==> src/rtl/axis_pkg.sv <==
// Shared AXI-Stream definitions for the stream master / stream slave pair.
package axis_pkg;

  localparam int AXIS_TDATA_W = 512;
  localparam int AXIS_TID_W   = 8;
  localparam int AXIS_TDEST_W = 8;
  localparam int AXIS_TUSER_W = 8;

  typedef struct packed {
    logic [AXIS_TDATA_W-1:0] data;
    logic [AXIS_TID_W-1:0]   id;
    logic [AXIS_TDEST_W-1:0] dest;
    logic [AXIS_TUSER_W-1:0] user;
  } axis_beat_t;

  // Packet length actually used: 0 means 1, anything above max_beats saturates.
  function automatic int axis_pkt_len(input int cfg, input int max_beats);
    if (cfg < 1) return 1;
    if (cfg > max_beats) return max_beats;
    return cfg;
  endfunction

endpackage

==> src/rtl/axis_skid_buf.sv <==
// Two-entry circular buffer between the producer handshake and the AXI bus.
module axis_skid_buf #(
  parameter int W = 8
) (
  input  logic         aclk,
  input  logic         aresetn,
  input  logic         push_valid,
  input  logic [W-1:0] push_data,
  output logic         push_ready,
  output logic         pop_valid,
  output logic [W-1:0] pop_data,
  input  logic         pop_ready
);

  logic [W-1:0] r_mem [2];
  logic         r_head;
  logic         r_tail;
  logic [1:0]   r_occ;
  logic         r_ready;

  logic         w_push;
  logic         w_pop;
  logic [1:0]   w_occ_next;

  assign w_push = push_valid & r_ready;
  assign w_pop  = (r_occ != 2'd0) & pop_ready;

  always_comb begin
    w_occ_next = r_occ;
    if (w_push & ~w_pop)
      w_occ_next = r_occ + 2'd1;
    else if (w_pop & ~w_push)
      w_occ_next = r_occ - 2'd1;
  end

  // Ready is registered from the next occupancy so tready never reaches in_ready.
  always_ff @(posedge aclk or posedge aresetn) begin
    if (aresetn) begin
      r_mem[0] <= '0;
      r_mem[1] <= '0;
      r_head   <= 1'b0;
      r_tail   <= 1'b0;
      r_occ    <= 2'd0;
      r_ready  <= 1'b0;
    end else begin
      if (w_push) begin
        r_mem[r_tail] <= push_data;
        r_tail        <= ~r_tail;
      end
      if (w_pop)
        r_head <= ~r_head;
      r_occ   <= w_occ_next;
      r_ready <= (w_occ_next != 2'd2);
    end
  end

  assign push_ready = r_ready;
  assign pop_valid  = (r_occ != 2'd0);
  assign pop_data   = r_mem[r_head];

endmodule

==> src/rtl/axi_stream_master.sv <==
// AXI-Stream transmitter: skid-buffered producer beats with tlast generated
// from a per-packet beat count.
module axi_stream_master
  import axis_pkg::*;
#(
  parameter  int TDATA_WIDTH = AXIS_TDATA_W,
  parameter  int TID_WIDTH   = AXIS_TID_W,
  parameter  int TDEST_WIDTH = AXIS_TDEST_W,
  parameter  int TUSER_WIDTH = AXIS_TUSER_W,
  parameter  int MAX_BEATS   = 16,
  localparam int CNT_W       = $clog2(MAX_BEATS + 1)
) (
  input  logic                     aclk,
  input  logic                     aresetn,
  input  logic                     in_valid,
  input  logic [TDATA_WIDTH-1:0]   in_data,
  input  logic [TID_WIDTH-1:0]     in_id,
  input  logic [TDEST_WIDTH-1:0]   in_dest,
  input  logic [TUSER_WIDTH-1:0]   in_user,
  output logic                     in_ready,
  input  logic [CNT_W-1:0]         cfg_pkt_beats,
  output logic                     pkt_done,
  output logic                     tvalid,
  output logic [TDATA_WIDTH-1:0]   tdata,
  output logic [TDATA_WIDTH/8-1:0] tstrb,
  output logic [TDATA_WIDTH/8-1:0] tkeep,
  output logic                     tlast,
  output logic [TID_WIDTH-1:0]     tid,
  output logic [TDEST_WIDTH-1:0]   tdest,
  output logic [TUSER_WIDTH-1:0]   tuser,
  output logic                     twakeup,
  input  logic                     tready
);

  typedef struct packed {
    logic [TDATA_WIDTH-1:0] data;
    logic [TID_WIDTH-1:0]   id;
    logic [TDEST_WIDTH-1:0] dest;
    logic [TUSER_WIDTH-1:0] user;
  } beat_t;

  beat_t            w_in_beat;
  beat_t            w_out_beat;
  logic             w_tvalid;
  logic             w_pop;
  logic             w_tlast;
  logic [CNT_W-1:0] w_cfg_len;
  logic [CNT_W-1:0] w_eff_len;

  logic [CNT_W-1:0] r_beat_cnt;
  logic [CNT_W-1:0] r_latched_len;
  logic             r_pkt_done;

  assign w_in_beat = '{data: in_data, id: in_id, dest: in_dest, user: in_user};

  axis_skid_buf #(
    .W($bits(beat_t))
  ) u_buf (
    .aclk       (aclk),
    .aresetn    (aresetn),
    .push_valid (in_valid),
    .push_data  (w_in_beat),
    .push_ready (in_ready),
    .pop_valid  (w_tvalid),
    .pop_data   (w_out_beat),
    .pop_ready  (tready)
  );

  // The length is taken live for a packet's first beat and held for the rest.
  assign w_cfg_len = CNT_W'(axis_pkt_len(int'(cfg_pkt_beats), MAX_BEATS));
  assign w_eff_len = (r_beat_cnt == '0) ? w_cfg_len : r_latched_len;
  assign w_tlast   = w_tvalid & (r_beat_cnt == (w_eff_len - CNT_W'(1)));
  assign w_pop     = w_tvalid & tready;

  always_ff @(posedge aclk or posedge aresetn) begin
    if (aresetn) begin
      r_beat_cnt    <= '0;
      r_latched_len <= '0;
      r_pkt_done    <= 1'b0;
    end else begin
      r_pkt_done <= w_pop & w_tlast;
      if (w_pop) begin
        if (r_beat_cnt == '0)
          r_latched_len <= w_cfg_len;
        if (w_tlast)
          r_beat_cnt <= '0;
        else
          r_beat_cnt <= r_beat_cnt + CNT_W'(1);
      end
    end
  end

  assign tvalid   = w_tvalid;
  assign tdata    = w_out_beat.data;
  assign tid      = w_out_beat.id;
  assign tdest    = w_out_beat.dest;
  assign tuser    = w_out_beat.user;
  assign tlast    = w_tlast;
  assign tstrb    = '1;
  assign tkeep    = '1;
  assign pkt_done = r_pkt_done;
  assign twakeup  = ~aresetn & (w_tvalid | in_valid);

endmodule

==> config.mk <==
export PLATFORM = sky130hd
export DESIGN_NAME = axi_stream_master
export DESIGN_NICKNAME = d
export VERILOG_FILES = /design/src/rtl/axis_pkg.sv /design/src/rtl/axis_skid_buf.sv /design/src/rtl/axi_stream_master.sv
export SDC_FILE = /design/constraint.sdc
export NUM_CORES = 2
export LEC_CHECK = 0
export ABC_CLOCK_PERIOD_IN_PS = 32000
export BUFFER_PORTS_ARGS = -buffer_cell sky130_fd_sc_hd__clkbuf_2
export CELL_PAD_IN_SITES_DETAIL_PLACEMENT = 1
export CELL_PAD_IN_SITES_GLOBAL_PLACEMENT = 1
export CORE_AREA = 2 2 467 469
export CTS_CLUSTER_DIAMETER = 80
export DETAILED_ROUTE_END_ITERATION = 12
export DIE_AREA = 0 0 469 471
export PLACE_DENSITY_LB_ADDON = 0.1
export SLEW_MARGIN = 15
export SYNTH_ARGS = -nofsm -noshare
export SYNTH_HDL_FRONTEND = slang
export SYNTH_HIERARCHICAL = 1
export SYNTH_SLANG_ARGS = --single-unit
==> constraint.sdc <==
create_clock -name aclk -period 32 [get_ports aclk]
set_clock_uncertainty 0.2 [all_clocks]
set_input_delay 1.6 -clock aclk [delete_from_list [all_inputs] [get_ports aclk]]
set_output_delay 1.6 -clock aclk [all_outputs]
set_load 0.01 [all_outputs]
# --- Word-level counts from Yosys, hierarchy flattened ---
# Index checks and enable logic that the tools add are counted.
word_totals:
  romBits: 0
  register_bits: 1088
  wordCells: 55
  out_inout_bits: 669
  input_bits: 545
  ram_bits: 0
  latchBits: 0
  mem_count: 0
classes:
  bitwise: 15
  order_cmp: 5
  n_shift: 0
  n_eq_ne: 2
  n_mul: 0
  reduce_logical: 3
  div: 0
  n_mux: 17
  add_sub_neg: 4
ops:
  columns: ["op", "count"]
  rows:
  - ["$mux W536", 4]
  - ["$bwmux W1072", 1]
  - ["$demux W536 S1", 1]
  - ["$mux W5", 5]
  - ["$and A1 B1 Y1", 7]
  - ["$add A5 B1 Y5 const B", 1]
  - ["$eq A5 B5 Y1", 1]
  - ["$gt A5 B5 Y1 const B", 1]
  - ["$logic_not A5 Y1", 1]
  - ["$lt A5 B1 Y1 const B", 1]
  - ["$not A1 Y1", 5]
  - ["$sub A5 B1 Y5 const B", 1]
  - ["$ge A2 B2 Y1 const B", 2]
  - ["$mux W1", 4]
  - ["$mux W2", 2]
  - ["$not A1 Y2", 2]
  - ["$add A2 B1 Y2 const B", 1]
  - ["$lt A2 B1 Y1 const B", 1]
  - ["$ne A2 B2 Y1 const B", 1]
  - ["$reduce_bool A2 Y1", 1]
  - ["$sub A2 B1 Y2 const B", 1]
  - ["$logic_and A1 B1 Y1", 1]
  - ["$or A1 B1 Y1", 1]

# --- Logic depth before layout (Yosys ltp) ---
depth:
  ltp_word: 10
  depth_mapped: 12
  ltp_nobuf: 11

# --- By module ---
# Netlist, hierarchy kept.
modules_own_cells:
  columns: ["module", "instances", "cells_per_inst", "area_each_um2"]
  rows:
  - ["axis_skid_buf", 1, 2890, 48751.8]
  - ["axi_stream_master", 1, 213, 1795.5]

# --- Worst setup path after synthesis ---
# OpenSTA, ideal clock, no wires.
synth_timing:
  kind: "input -> output"
  from: "input port cfg_pkt_beats[2]"
  to: "output port tlast"
  stages: 10
  path_slack_ps: 26917
  arrival_ps: 3283
  required_time_ps: 30200
  cell_sequence: "nor3_1 o211ai_1 and2_1 ha_1 xor2_1 nand2_1 a211oi_2 and4_1 buf_6 a21boi_4"
synth_between:
  elab_chain_cells: 9
  word_cells_on_any_way: 13
synth_lines:
  columns: ["element", "line_no", "source"]
  rows:
  - ["start: declaration", "axi_stream_master.sv:21", "input logic [CNT_W-1:0] cfg_pkt_beats,"]
  - ["$lt A5 B1 Y1 or $gt A5 B5 Y1 (tied branches)", "axis_pkg.sv:18, axis_pkg.sv:19", null]
  - ["$mux W1, on equally long branches", "axis_pkg.sv:18, axis_pkg.sv:19", null]
  - ["$mux W5 or $mux W1 (tied branches)", "axis_pkg.sv:19", "if (cfg > max_beats) return max_beats;"]
  - ["$mux W5", "axis_pkg.sv:20", "return cfg;"]
  - ["$mux W5 (*)", "axis_pkg.sv:19", null]
  - ["$mux W5 (*)", null, null]
  - ["$sub A5 B1 Y5 (*)", "axi_stream_master.sv:72", "assign w_tlast = w_tvalid & (r_beat_cnt == (w_eff_len - CNT_W'(1)));"]
  - ["$eq A5 B5 Y1 (*)", "axi_stream_master.sv:72", null]
  - ["$and A1 B1 Y1 (*)", "axi_stream_master.sv:72", null]
  - ["end: declaration", "axi_stream_master.sv:27", "output logic tlast,"]
# Every way passes the cells marked *; elsewhere a longest branch is shown, timed or not. The select of a mux whose other input is x is not followed.

# --- Worst setup path after layout ---
layout_timing:
  from: "input port in_valid"
  to: "register u_buf/r_mem[850] (netlist bit)"
layout_between:
  elab_chain_cells: 1
layout_lines:
  columns: ["element", "line_no", "source"]
  rows:
  - ["start: declaration", "axi_stream_master.sv:15", "input logic in_valid,"]
  - ["$and A1 B1 Y1", "axis_skid_buf.sv:25", "assign w_push = push_valid & r_ready;"]
  - ["end signal: indexed assignment", "axis_skid_buf.sv:47", "r_mem[r_tail] <= push_data;"]
  - ["end: declaration", "axis_skid_buf.sv:15", "logic [W-1:0] r_mem [2];"]
# No other way between the ends.
# A chain may end at the register's enable or synchronous reset.

==> run metrics <==
run status completed; count of cells resized by post-cts repair 0; Register-to-Register Setup Slack 25.94 ns; Post-CTS Setup Inserts 0; critical setup path kind in -> reg; count of flip-flops with a built-in enable after synthesis 0; Wirelength per Cell ~24 um; clock net sink count roughly 1.1k; required time worst endpoint 32.44 ns; worst-path maximum fanout between 90 and 100; leftover overflow at the end of global routing 0; nature of the critical path endpoint flop; vias in the first global route about 33k; portion of synthesized cell area occupied by the leading cell type between 50% and 60%; Final Non-Filler Cells 7168; number of flip-flops and latches in the synthesized netlist approximately 1.1k; max-slew violation count 0; count of different cell masters after synthesis 44; pwr/cell area roughly 120 mW/mm^2; kind of start point of the critical path primary input; routed length on met1 70400 um; Hold Path Class reg -> reg; Cells after Synth slightly above 3k; initial antenna violation count between 80 and 90; aggregate negative setup slack 0 ns; Boundary Pins 1214; hold buffer count at cts 0; CTS tree done; worst vdd rail ir drop just under 70 uV; CORE AREA between 0.2 and 0.25 mm^2; r2r worst-path depth 8; final hold violation count 0; leakage 29.9 nW; maximum clock rate between 100 and 150 MHz; fin crit share 20.8%; number of port buffers around 1.1k; routed wire length 175000 um; most frequent cells after synthesis 1088 x dfrtp_1, 1041 x mux2_2, 570 x mux2_4, 170 x buf_4; half-perimeter wire length after detailed placement around 130000 um; area added between synthesis and finish 24.1%; proportion of synthesized chip area in sequential cells 53.9%; number of vias per cell after detailed routing ~4.1; Synth Warn # 6; Maximum Capacitance Violations 0; average cell area after synthesis 16.3 um^2; Final Total Pwr ~7.5 mW; chip width 469 um; worst-margin pin slew between 1 and 1.5 ns; share of flip-flops with an asynchronous set or reset between 90% and 100%; highest layer used for signal routing met5; final critical delay including setup and external delays around 6.7 ns; level count of the clock H-tree 4; Final GP Congestion between 0.7 and 0.8; Critical R2R Launch u_buf/push_ready; cell area after technology mapping between 0.05 and 0.06 mm^2; Max transition margin a little under a third; DIE HEIGHT roughly 470 um; wire length of the first global-routing pass about 250000 um; number of buffers between clock root and the deepest sink 3; post-detailed-route DRC marker count 0; layout cell share with drive strength beyond 1 about 70%; placed cells around 6.9k; Critical path origin in_valid; aggregate global-route resource usage 15.5%; total of endpoints with negative setup slack in the final report 0; largest net degree at the start of global routing 134; iteration count of the initial detailed-routing pass 6; top cells by area in the synthesized netlist dfrtp_1 54%, mux2_2 23%, mux2_4 17%; Final ANT Viol Nets 0; violation count after the first detailed-routing iteration just under 900; vias post-DR 29.6k; most instantiated library cell after synthesis dfrtp_1; largest area contributor in the netlist dfrtp_1; clock edge transition at the registers on the reported setup and hold paths around 0.05 ns; area of the die approximately 0.22 mm^2; starting utilization of the core area a little under a quarter; sum of met2 wire segment lengths after detailed routing around 82000 um; commonest register cell after synthesis dfrtp_1; later-pin clock latency in the skew report 0.76 ns; clock buffers created by TritonCTS about 150; detailed-routed wire length on met3 about 19000 um; WP data arrival 7.11 ns; Clk Tree Root Cell clkbuf_16; capturing element of the worst setup path u_buf/r_mem[850]; RSZ-0062 raised after global routing no; net count reported at finish 4740; worst hold slack after final layout 0.297 ns; number of cell rows 171; worst r2r dst u_buf/r_mem[850]
## cells in the final DEF, fill, tap and decap left out, types with 2 or more instances in the layout
cell / count
clkbuf_1: 44
clkinv_2: 17
mux2i_1: 3
mux2_2: 1041
clkinvlp_4: 4
buf_4: 32
inv_16: 2
xor2_1: 4
nand4_1: 3
buf_12: 8
clkinv_16: 2
and2_1: 4
nor2b_1: 4
o21ai_0: 3
ha_1: 4
inv_6: 6
nor2_1: 6
a21oi_1: 8
inv_1: 7
clkbuf_16: 149
mux2_4: 570
dfrtp_1: 1087
clkbuf_2: 1085
xnor2_1: 8
nand2_1: 10
diode_2: 15
clkbuf_8: 29
bufinv_16: 3
conb_1: 128
nor3_1: 3
## how the worst min path moves through the flow
stage | from | end | slack (ns) | cells after the start
after floorplan | r_latched_len[0] | r_latched_len[0] | 0.27 | 2
after global placement | u_buf/r_mem[329] | u_buf/r_mem[329] | 0.28 | 1
after detailed placement | u_buf/r_mem[175] | u_buf/r_mem[175] | 0.29 | 1
after CTS | u_buf/r_mem[349] | u_buf/r_mem[349] | 0.30 | 1
after global routing | u_buf/r_mem[374] | u_buf/r_mem[374] | 0.31 | 1
final | u_buf/r_mem[342] | u_buf/r_mem[342] | 0.30 | 1
## worst max-delay path: stages
cell	delay [ns]
clkbuf_2	0.13
and2_1	0.33
nand2b_4	0.76
buf_4	0.69
buf_12	0.53
buf_4	0.79
buf_4	0.66
buf_4	0.84
mux2_4	0.35
## metal layers
layer  vias to the layer above  GRT usage (%)
li1                      13000              -
met5                         -              0
met1                     15200           18.4
met4                       104           3.20
met2                       886           25.1
met3                       321           7.70
## flip-flops by register name, indices dropped and copies added, names as in the netlist
signal / count
u_buf/push_ready: 1
r_beat_cnt: 5
u_buf/r_head: 1
r_latched_len: 5
u_buf/r_tail: 1
pkt_done: 1
u_buf/r_mem: 1072
u_buf/r_occ: 2
## stage by stage
| step | setup WS [ns] | util [%] | area [um^2] |
|---|---|---|---|
| global route | 25.10 | 29.0 | 62700 |
| floorplan | 15.34 | - | 51000 |
| detailed placement | 24.41 | 26.9 | 58100 |
| global placement | 24.48 | 26.9 | 58100 |
| finish | 25.33 | 29.0 | 62700 |
| CTS | 25.30 | 29.0 | 62700 |
## where the power goes
part / internal [mW] / total, mW / switching (mW)
Clock: 0.949 / 1.60 / 0.655
Sequential: 2.09 / 2.46 / 0.371
Combinational: 1.81 / 3.44 / 1.63
Total: 4.85 / 7.51 / 2.66
## final cells by class
type                    instances  area (um^2)
fillers                     23200       153000
flip-flops and latches       1088        27200
well taps                    2854         3570
diodes                         15         37.5
multi-input cells            1823        21400
repair buffers               1125         5830
clock inverters                33          350
inverters                       8         33.8
clock buffers                 222         4290
## logic make-up (layout without fill, tap and decap cells)
logic type | after synthesis | in the layout | share of synthesized area [%]
other | 1 | 143 | 0.00742
AOI/OAI and AO/OA | 22 | 22 | 0.327
DFF | 1088 | 1088 | 53.9
buffers and inverters | 319 | 1388 | 4.79
xor gates and xnor gates | 12 | 12 | 0.208
adders and majority gates | 5 | 5 | 0.119
and+or+nand+nor | 42 | 42 | 0.503
muxes | 1614 | 1614 | 40.2
Note: power is estimated with default switching activity, not from simulation.
